File: config.mk
export PLATFORM = sky130hd
export DESIGN_NAME = banco_registros_multipuerto
export DESIGN_NICKNAME = d
export VERILOG_FILES = /design/src/rtl/mips_pkg.sv /design/src/rtl/banco_registros_puerto_lectura.sv /design/src/rtl/banco_registros_multipuerto.sv
export SDC_FILE = /design/constraint.sdc
export NUM_CORES = 2
export LEC_CHECK = 0
export CORE_MARGIN = 3
export CORE_UTILIZATION = 50
export CTS_CLUSTER_SIZE = 25
export DETAILED_ROUTE_END_ITERATION = 10
export PLACE_DENSITY = 0.66
export SLEW_MARGIN = 40
export SYNTH_ARGS = -nofsm -noshare
export SYNTH_HDL_FRONTEND = slang
export SYNTH_HIERARCHICAL = 1
export SYNTH_SLANG_ARGS = --single-unit
File: constraint.sdc
create_clock -name i_clk -period 2.7 [get_ports i_clk]
set_clock_uncertainty 0.1 [all_clocks]
set_input_delay 0.27 -clock i_clk [delete_from_list [all_inputs] [get_ports i_clk]]
set_output_delay 0.27 -clock i_clk [all_outputs]
set_load 0.03 [all_outputs]
File: src/rtl/mips_pkg.sv
`default_nettype none
// +----------------------------------------------------------------------------+
// | mips_pkg : shared MIPS datapath defaults and register-file clear FSM states |
// | Rev 1.0                                                                    |
// +----------------------------------------------------------------------------+
package mips_pkg;

  localparam int DEF_LEN                  = 32;
  localparam int DEF_CANTIDAD_REGISTROS   = 32;
  localparam int DEF_NB_ADDRESS_REGISTROS = $clog2(DEF_CANTIDAD_REGISTROS);

  typedef enum logic {
    ST_IDLE     = 1'b0,
    ST_CLEARING = 1'b1
  } estado_t;

endpackage : mips_pkg
`default_nettype wire

File: src/rtl/banco_registros_puerto_lectura.sv
`default_nettype none
// +----------------------------------------------------------------------------+
// | banco_registros_puerto_lectura : next-value select for one register read   |
// | port, with same-edge write bypass and optional hardwired-zero register 0.  |
// | Rev 1.0                                                                    |
// +----------------------------------------------------------------------------+
module banco_registros_puerto_lectura
  import mips_pkg::*;
#(
  parameter int LEN                  = DEF_LEN,
  parameter int CANTIDAD_REGISTROS   = DEF_CANTIDAD_REGISTROS,
  parameter int NB_ADDRESS_REGISTROS = $clog2(CANTIDAD_REGISTROS),
  parameter int ZERO_REG             = 1
) (
  input  logic [NB_ADDRESS_REGISTROS-1:0] i_addr,
  input  logic [LEN-1:0]                  i_array [CANTIDAD_REGISTROS],
  input  logic                            i_write_accept,
  input  logic [NB_ADDRESS_REGISTROS-1:0] i_write_addr,
  input  logic [LEN-1:0]                  i_write_data,
  output logic [LEN-1:0]                  o_next_data
);

  // Zero rule is applied last so it also masks a bypassed write to r0.
  always_comb begin
    o_next_data = i_array[i_addr];
    if (i_write_accept && (i_write_addr == i_addr)) begin
      o_next_data = i_write_data;
    end
    if ((ZERO_REG != 0) && (i_addr == '0)) begin
      o_next_data = '0;
    end
  end

endmodule : banco_registros_puerto_lectura
`default_nettype wire

File: src/rtl/banco_registros_multipuerto.sv
`default_nettype none
// +----------------------------------------------------------------------------+
// | banco_registros_multipuerto : MIPS register file, N registered read ports, |
// | one write port, debug read port and sequential soft-clear engine.          |
// | Rev 1.0                                                                    |
// +----------------------------------------------------------------------------+
module banco_registros_multipuerto
  import mips_pkg::*;
#(
  parameter int LEN                  = DEF_LEN,
  parameter int CANTIDAD_REGISTROS   = DEF_CANTIDAD_REGISTROS,
  parameter int NB_ADDRESS_REGISTROS = $clog2(CANTIDAD_REGISTROS),
  parameter int NB_READ_PORTS        = 2,
  parameter int ZERO_REG             = 1,
  parameter int INIT_INDEX           = 0
) (
  input  logic                                          i_clk,
  input  logic                                          i_rst,
  input  logic [NB_READ_PORTS*NB_ADDRESS_REGISTROS-1:0] i_read_addr,
  output logic [NB_READ_PORTS*LEN-1:0]                  o_read_data,
  input  logic                                          i_write_enable,
  input  logic [NB_ADDRESS_REGISTROS-1:0]               i_write_addr,
  input  logic [LEN-1:0]                                i_write_data,
  input  logic                                          i_clear,
  output logic                                          o_busy,
  input  logic [NB_ADDRESS_REGISTROS-1:0]               i_debug_addr,
  output logic [LEN-1:0]                                o_debug_data
);

  localparam int                              NB_PORTS_TOTAL = NB_READ_PORTS + 1;
  localparam logic [NB_ADDRESS_REGISTROS-1:0] LAST_ENTRY     =
      NB_ADDRESS_REGISTROS'(CANTIDAD_REGISTROS - 1);

  function automatic logic [LEN-1:0] f_init_value(input int idx);
    if (INIT_INDEX != 0) begin
      return LEN'(idx);
    end
    return '0;
  endfunction

  logic [LEN-1:0]                  regs_q [CANTIDAD_REGISTROS];
  logic [LEN-1:0]                  regs_d [CANTIDAD_REGISTROS];
  estado_t                         state_q, state_d;
  logic [NB_ADDRESS_REGISTROS-1:0] cnt_q, cnt_d;
  logic [NB_READ_PORTS*LEN-1:0]    read_data_q, read_data_d;
  logic [LEN-1:0]                  debug_data_q, debug_data_d;

  logic                            w_write_accept;
  logic [NB_ADDRESS_REGISTROS-1:0] w_port_addr [NB_PORTS_TOTAL];
  logic [LEN-1:0]                  w_port_next [NB_PORTS_TOTAL];

  assign w_write_accept = i_write_enable && (state_q == ST_IDLE) &&
                          !((ZERO_REG != 0) && (i_write_addr == '0));

  // The last port slot serves the debug unit; it follows the same read rules.
  generate
    for (genvar k = 0; k < NB_PORTS_TOTAL; k++) begin : g_read_port
      if (k < NB_READ_PORTS) begin : g_data_port
        assign w_port_addr[k] = i_read_addr[k*NB_ADDRESS_REGISTROS +: NB_ADDRESS_REGISTROS];
      end else begin : g_debug_port
        assign w_port_addr[k] = i_debug_addr;
      end

      banco_registros_puerto_lectura #(
        .LEN                  (LEN),
        .CANTIDAD_REGISTROS   (CANTIDAD_REGISTROS),
        .NB_ADDRESS_REGISTROS (NB_ADDRESS_REGISTROS),
        .ZERO_REG             (ZERO_REG)
      ) u_puerto (
        .i_addr         (w_port_addr[k]),
        .i_array        (regs_q),
        .i_write_accept (w_write_accept),
        .i_write_addr   (i_write_addr),
        .i_write_data   (i_write_data),
        .o_next_data    (w_port_next[k])
      );
    end
  endgenerate

  always_comb begin
    read_data_d = '0;
    for (int k = 0; k < NB_READ_PORTS; k++) begin
      read_data_d[k*LEN +: LEN] = w_port_next[k];
    end
    debug_data_d = w_port_next[NB_READ_PORTS];
  end

  // Clear engine walks one entry per cycle; writes are only honoured in IDLE.
  always_comb begin
    regs_d  = regs_q;
    state_d = state_q;
    cnt_d   = cnt_q;
    case (state_q)
      ST_IDLE: begin
        if (w_write_accept) begin
          regs_d[i_write_addr] = i_write_data;
        end
        if (i_clear) begin
          state_d = ST_CLEARING;
        end
      end
      ST_CLEARING: begin
        regs_d[cnt_q] = f_init_value(int'(cnt_q));
        cnt_d         = cnt_q + 1'b1;
        if (cnt_q == LAST_ENTRY) begin
          state_d = ST_IDLE;
        end
      end
      default: begin
        state_d = ST_IDLE;
      end
    endcase
  end

  always_ff @(posedge i_clk or negedge i_rst) begin
    if (!i_rst) begin
      for (int i = 0; i < CANTIDAD_REGISTROS; i++) begin
        regs_q[i] <= f_init_value(i);
      end
      state_q      <= ST_IDLE;
      cnt_q        <= '0;
      read_data_q  <= '0;
      debug_data_q <= '0;
    end else begin
      regs_q       <= regs_d;
      state_q      <= state_d;
      cnt_q        <= cnt_d;
      read_data_q  <= read_data_d;
      debug_data_q <= debug_data_d;
    end
  end

  assign o_read_data  = read_data_q;
  assign o_debug_data = debug_data_q;
  assign o_busy       = (state_q == ST_CLEARING);

endmodule : banco_registros_multipuerto
`default_nettype wire

==> impl_metrics.xml <==
<?xml version="1.0" encoding="UTF-8"?>
<metrics>
  <group name="outcome">
    <metric name="result_of_the_run" unit="">completed</metric>
  </group>
  <group name="clock_network">
    <metric name="cts_sinks" unit="">1126</metric>
    <metric name="cts-root-to-sink-buffers" unit="">3</metric>
    <metric name="total_cts_buffers" unit="">134</metric>
    <metric name="cts_max_level" unit="">4</metric>
    <metric name="clk_latency" unit="ps">790</metric>
    <metric name="tritoncts_clock_tree" unit="">yes</metric>
    <metric name="post_cts_resize_count" unit="">0</metric>
    <metric name="clkSlewWorstSetupHoldPaths" unit="ps">70</metric>
    <metric name="post-cts-setup-buffer-count" unit="">0</metric>
    <metric name="root_buffer" unit="">sky130_fd_sc_hd__clkbuf_16</metric>
  </group>
  <group name="floorplanning">
    <metric name="floorplan.die_area" unit="sq um">139000</metric>
    <metric name="floorplan.io_pins" unit="">153</metric>
    <metric name="die-width" unit="um">373</metric>
    <metric name="rows" unit="">133</metric>
    <metric name="die-height" unit="um">373</metric>
    <metric name="core_area" unit="sq um">132000</metric>
    <metric name="floorplan.initialDensity" unit="%">50.8</metric>
  </group>
  <group name="critical_path">
    <metric name="required_time_worst_endpoint" unit="ps">3300</metric>
    <metric name="crit_path_max_fanout" unit="">29</metric>
    <metric name="cp-start-kind" unit="">flip-flop</metric>
    <metric name="worst-endpoint-arrival" unit="ps">3300</metric>
    <metric name="list_of_cells_traversed_by_the_critical_path" unit="">buf_12, buf_4, nand3b_1, buf_4, nor2_1, buf_4, a22o_1</metric>
    <metric name="critPathMostFrequentCell" unit="">sky130_fd_sc_hd__buf_4</metric>
    <metric name="reg2reg_launch_point" unit="">o_busy$_DFF_PN0_</metric>
    <metric name="setup.worst_path.end_class" unit="">flip-flop</metric>
    <metric name="worstSetupPathType" unit="">reg2reg</metric>
    <metric name="crit_path_max_incr_delay" unit="ps">610</metric>
    <metric name="crit_start" unit="">o_busy$_DFF_PN0_</metric>
    <metric name="critPathSlowestCell" unit="">sky130_fd_sc_hd__nand3b_1</metric>
  </group>
  <group name="routing">
    <metric name="drt_pass1_iterations" unit="">7</metric>
    <metric name="dr.first_iter.drc_count" unit="">11400</metric>
    <metric name="routed-wl-met3" unit="um">60400</metric>
    <metric name="vias_per_cell" unit="">8.03</metric>
    <metric name="drc_errors" unit="">0</metric>
    <metric name="via_count" unit="">60800</metric>
    <metric name="routed_wl" unit="um">319000</metric>
    <metric name="wire_per_inst" unit="um">42.2</metric>
    <metric name="wl_met1" unit="um">114000</metric>
    <metric name="route.met2.wl" unit="um">125000</metric>
    <metric name="highest_layer" unit="">met5</metric>
    <metric name="detail-route-antenna-nets" unit="">0</metric>
  </group>
  <group name="sta">
    <metric name="worst_hold_slack" unit="ps">233</metric>
    <metric name="layout_worst_path_cycle_share" unit="%">99.9</metric>
    <metric name="max_clock_freq" unit="MHz">371</metric>
    <metric name="worst_margin_slew" unit="ps">895</metric>
    <metric name="final_period_minus_worst_setup_slack" unit="ps">2700</metric>
    <metric name="slew-limit-headroom" unit="%">40.0</metric>
    <metric name="maxSlewViolCount" unit="">0</metric>
    <metric name="grt_setup_unrepaired" unit="">no</metric>
    <metric name="finalSetupViolCount" unit="">0</metric>
    <metric name="timing.final.hold_violations" unit="">0</metric>
  </group>
  <group name="synth">
    <metric name="asyncSetResetFlopFracSynth" unit="%">100</metric>
    <metric name="yosys.cell_types.count" unit="">71</metric>
    <metric name="synth_simple_gate_area_share" unit="%">5.54</metric>
    <metric name="ys_ff_latch" unit="">1126</metric>
    <metric name="synthesized_area_fraction_occupied_by_ao_oa_aoi_and_oai_cells" unit="%">21.5</metric>
    <metric name="synth_top_flop_cell" unit="">sky130_fd_sc_hd__dfrtp_1</metric>
    <metric name="synth_edf_count" unit="">0</metric>
    <metric name="synth-warning-count" unit="">6</metric>
    <metric name="synth_area" unit="sq um">67300</metric>
    <metric name="synth_top_family_by_area" unit="">multiplexers</metric>
    <metric name="synth_xor_xnor_area_share" unit="%">0.234</metric>
    <metric name="synthCells" unit="">5228</metric>
    <metric name="synth.net_count" unit="">5289</metric>
    <metric name="synth_fa_ha_area_share" unit="%">0.0930</metric>
    <metric name="post_synth_mux_area_share" unit="%">25.3</metric>
    <metric name="synth_seq_area_share" unit="%">41.9</metric>
    <metric name="postSynthAreaPerCell" unit="sq um">12.9</metric>
  </group>
  <group name="power">
    <metric name="share_seq_of_total_power" unit="%">39.1</metric>
    <metric name="sw_frac_of_total" unit="%">32.9</metric>
    <metric name="pwr-share-comb" unit="%">24.4</metric>
    <metric name="p_switching" unit="mW">17.1</metric>
    <metric name="p_leak" unit="nW">34.9</metric>
    <metric name="cellPowerDensity" unit="nW/um^2">651</metric>
    <metric name="clkPwrFrac" unit="%">36.6</metric>
    <metric name="maximum_vdd_drop" unit="mV">0.571</metric>
    <metric name="report.power.total" unit="mW">51.9</metric>
    <metric name="internal-power" unit="mW">34.8</metric>
  </group>
  <group name="placement">
    <metric name="detailedPlacementHpwl" unit="um">213000</metric>
    <metric name="placement.cell_area" unit="sq um">75100</metric>
    <metric name="io_buffer_count" unit="">152</metric>
    <metric name="place_congestion" unit="">1.02</metric>
  </group>
  <group name="global_route">
    <metric name="grt.total_usage" unit="%">44.8</metric>
    <metric name="grt_start_max_net_pins" unit="">96</metric>
    <metric name="via_count_of_the_first_global_routing_pass" unit="">58300</metric>
    <metric name="grt_first_pass_wirelength" unit="um">448000</metric>
    <metric name="number_of_antenna_violations_at_the_first_check_in_global_routing" unit="">30</metric>
    <metric name="overflow" unit="">0</metric>
  </group>
  <group name="hold_path">
    <metric name="min-delay-path-class" unit="">in2reg</metric>
    <metric name="source_of_the_worst_hold_timing_path" unit="">i_debug_addr[2]</metric>
  </group>
  <group name="flow_run">
    <metric name="cap_violations" unit="">0</metric>
  </group>
  <group name="cells_and_area">
    <metric name="nNetsFinal" unit="">5762</metric>
    <metric name="seq_area" unit="sq um">28200</metric>
    <metric name="final_util" unit="%">60.2</metric>
    <metric name="fill_count" unit="">10400</metric>
    <metric name="multi_input_area" unit="sq um">35600</metric>
    <metric name="post-route-cell-area" unit="sq um">79700</metric>
    <metric name="ratio_of_cells_with_drive_above_1_in_the_final_layout" unit="%">27.8</metric>
    <metric name="area_growth_syn_to_layout" unit="%">18.5</metric>
  </group>
</metrics>
## routing by layer
layer / vias to the layer above / GRT usage (%)
li1: 22300 / -
met1: 30900 / 58.9
met2: 6298 / 58.4
met3: 1264 / 25.6
met4: 20 / 22.8
met5: - / 0
## power by group through the flow
stage                     Sequential [mW]  Clock (mW)  Combinational (mW)
final                                20.3        19.0                12.6
after detailed placement             20.4           0                12.0
after global routing                 20.4        19.7                12.8
after floorplan                      20.0           0                6.50
after global placement               20.3           0                11.9
after CTS                            20.1        19.0                12.1
## layout by cell type (no fill, tap or decap), types with 20 or more instances in the layout
| master | netlist | routed |
|---|---|---|
| sky130_fd_sc_hd__o21ai_0 | 103 | 103 |
| sky130_fd_sc_hd__nor2b_1 | 63 | 56 |
| sky130_fd_sc_hd__and2_1 | 42 | 36 |
| sky130_fd_sc_hd__mux4_2 | 495 | 495 |
| sky130_fd_sc_hd__clkdlybuf4s50_1 | 0 | 138 |
| sky130_fd_sc_hd__and4_1 | 24 | 24 |
| sky130_fd_sc_hd__clkbuf_16 | 0 | 141 |
| sky130_fd_sc_hd__a22oi_1 | 108 | 99 |
| sky130_fd_sc_hd__clkbuf_1 | 170 | 21 |
| sky130_fd_sc_hd__diode_2 | 0 | 21 |
| sky130_fd_sc_hd__nand2_1 | 129 | 128 |
| sky130_fd_sc_hd__buf_4 | 49 | 603 |
| sky130_fd_sc_hd__a22oi_2 | 22 | 31 |
| sky130_fd_sc_hd__buf_12 | 30 | 155 |
| sky130_fd_sc_hd__o21ai_1 | 24 | 24 |
| sky130_fd_sc_hd__nand3_1 | 47 | 42 |
| sky130_fd_sc_hd__mux2i_1 | 469 | 469 |
| sky130_fd_sc_hd__clkbuf_8 | 0 | 24 |
| sky130_fd_sc_hd__a21oi_1 | 121 | 120 |
| sky130_fd_sc_hd__clkinv_2 | 0 | 25 |
| sky130_fd_sc_hd__nor4_1 | 27 | 26 |
| sky130_fd_sc_hd__nor3_1 | 69 | 67 |
| sky130_fd_sc_hd__a22o_1 | 941 | 941 |
| sky130_fd_sc_hd__mux2_2 | 46 | 46 |
| sky130_fd_sc_hd__a221oi_1 | 117 | 117 |
| sky130_fd_sc_hd__o22ai_1 | 51 | 51 |
| sky130_fd_sc_hd__nand2b_1 | 56 | 54 |
| sky130_fd_sc_hd__mux4_1 | 24 | 24 |
| sky130_fd_sc_hd__nor2_1 | 137 | 134 |
| sky130_fd_sc_hd__a2bb2oi_1 | 21 | 21 |
| sky130_fd_sc_hd__a211oi_1 | 36 | 33 |
| sky130_fd_sc_hd__nand3b_1 | 38 | 38 |
| sky130_fd_sc_hd__a221o_1 | 39 | 39 |
| sky130_fd_sc_hd__o2bb2ai_1 | 75 | 75 |
| sky130_fd_sc_hd__dfrtp_1 | 1126 | 1125 |
| sky130_fd_sc_hd__and3_1 | 21 | 20 |
## Yosys cell counts (all sizes together) (9+ instances only)
cell	instances	area, sq um
and3b	10	87.6
a221oi	120	1070
a21oi	121	606
nand2b	56	350
nand3	47	235
a211oi	39	308
nand2	129	484
nor3	70	362
mux4	519	11800
xor2	13	114
mux2i	469	4690
a221o	39	390
buf	399	3000
and3	21	131
o31a	9	78.8
a22o	941	8240
a211o	12	105
nor2b	63	394
nand3b	38	285
a22oi	130	1090
mux2	46	518
o22ai	51	319
o2bb2ai	75	657
o22a	15	131
dfrtp	1126	28200
o2111ai	9	78.8
and2	44	275
o21ai	127	636
a2bb2oi	21	184
clkinv	9	33.8
nor2	137	514
nor4	30	206
a2111oi	21	191
clkbuf	170	638
and4	24	210
## timing repair
| item | 4_1_cts | 5_1_grt |
|---|---|---|
| setup endpoints to repair | 0 | 0 |
| hold buffers | 3 | 0 |
| hold endpoints to repair | 748 | 0 |
## worst paths after layout
kind / end / slack [ps] / cells past startpoint
min reg2reg: regs_q[1019]$_DFFE_PN0P_ / 430 / 1
max reg2reg: regs_q[687]$_DFFE_PN0P_ / 3 / 7
min: o_debug_data[24]$_DFF_PN0_ / 230 / 4
max in group asynchronous: regs_q[441]$_DFFE_PN0P_ / 1500 / 3
min in group asynchronous: regs_q[391]$_DFFE_PN0P_ / 250 / 3
max: regs_q[687]$_DFFE_PN0P_ / 3 / 7
## kinds of logic (layout without fill, tap and decap cells)
family	after synthesis	in the layout
other	0	21
adder cells (fa/ha/maj)	5	5
multiplexers	1034	1034
AND/OR/NAND/NOR	689	689
buffers and inverters	581	1151
AO/OA/AOI/OAI	1775	1775
flip-flops	1126	1126
XOR/XNOR	18	18
## flip-flops by register name, indices dropped and copies added, names as in the netlist
signal,flops
o_busy,1
o_debug_data,32
regs_q,1024
o_read_data,64
cnt_q,5
## worst max-delay path, delay by kind of cell, from the launching register on
family	cells	cell delay, ps
compound gates	1	160
flops	1	580
buf+inv	4	1020
simple gates	2	710
## final cells by class
| class | instances | area share [%] |
|---|---|---|
| timing repair buffer | 906 | 11.5 |
| clock inverter | 47 | 0.708 |
| tap | 1755 | 2.75 |
| inverter | 12 | 0.0565 |
| multi-input combinational | 3521 | 44.7 |
| sequential | 1126 | 35.3 |
| clock buffer | 186 | 4.94 |
| antenna | 21 | 0.0659 |
## per-stage QoR
| step | worst slack [ps] | std cells | setup TNS [ps] |
|---|---|---|---|
| finish | 3.19 | 7574 | 0 |
| CTS | 159 | 7553 | 0 |
| global route | 23.4 | 7555 | 0 |
| detailed placement | -438 | 7317 | -17600 |
| global placement | -422 | 7316 | -17810 |
| floorplan | 145 | 5228 | 0 |
Power figures use the tool's default switching activity.
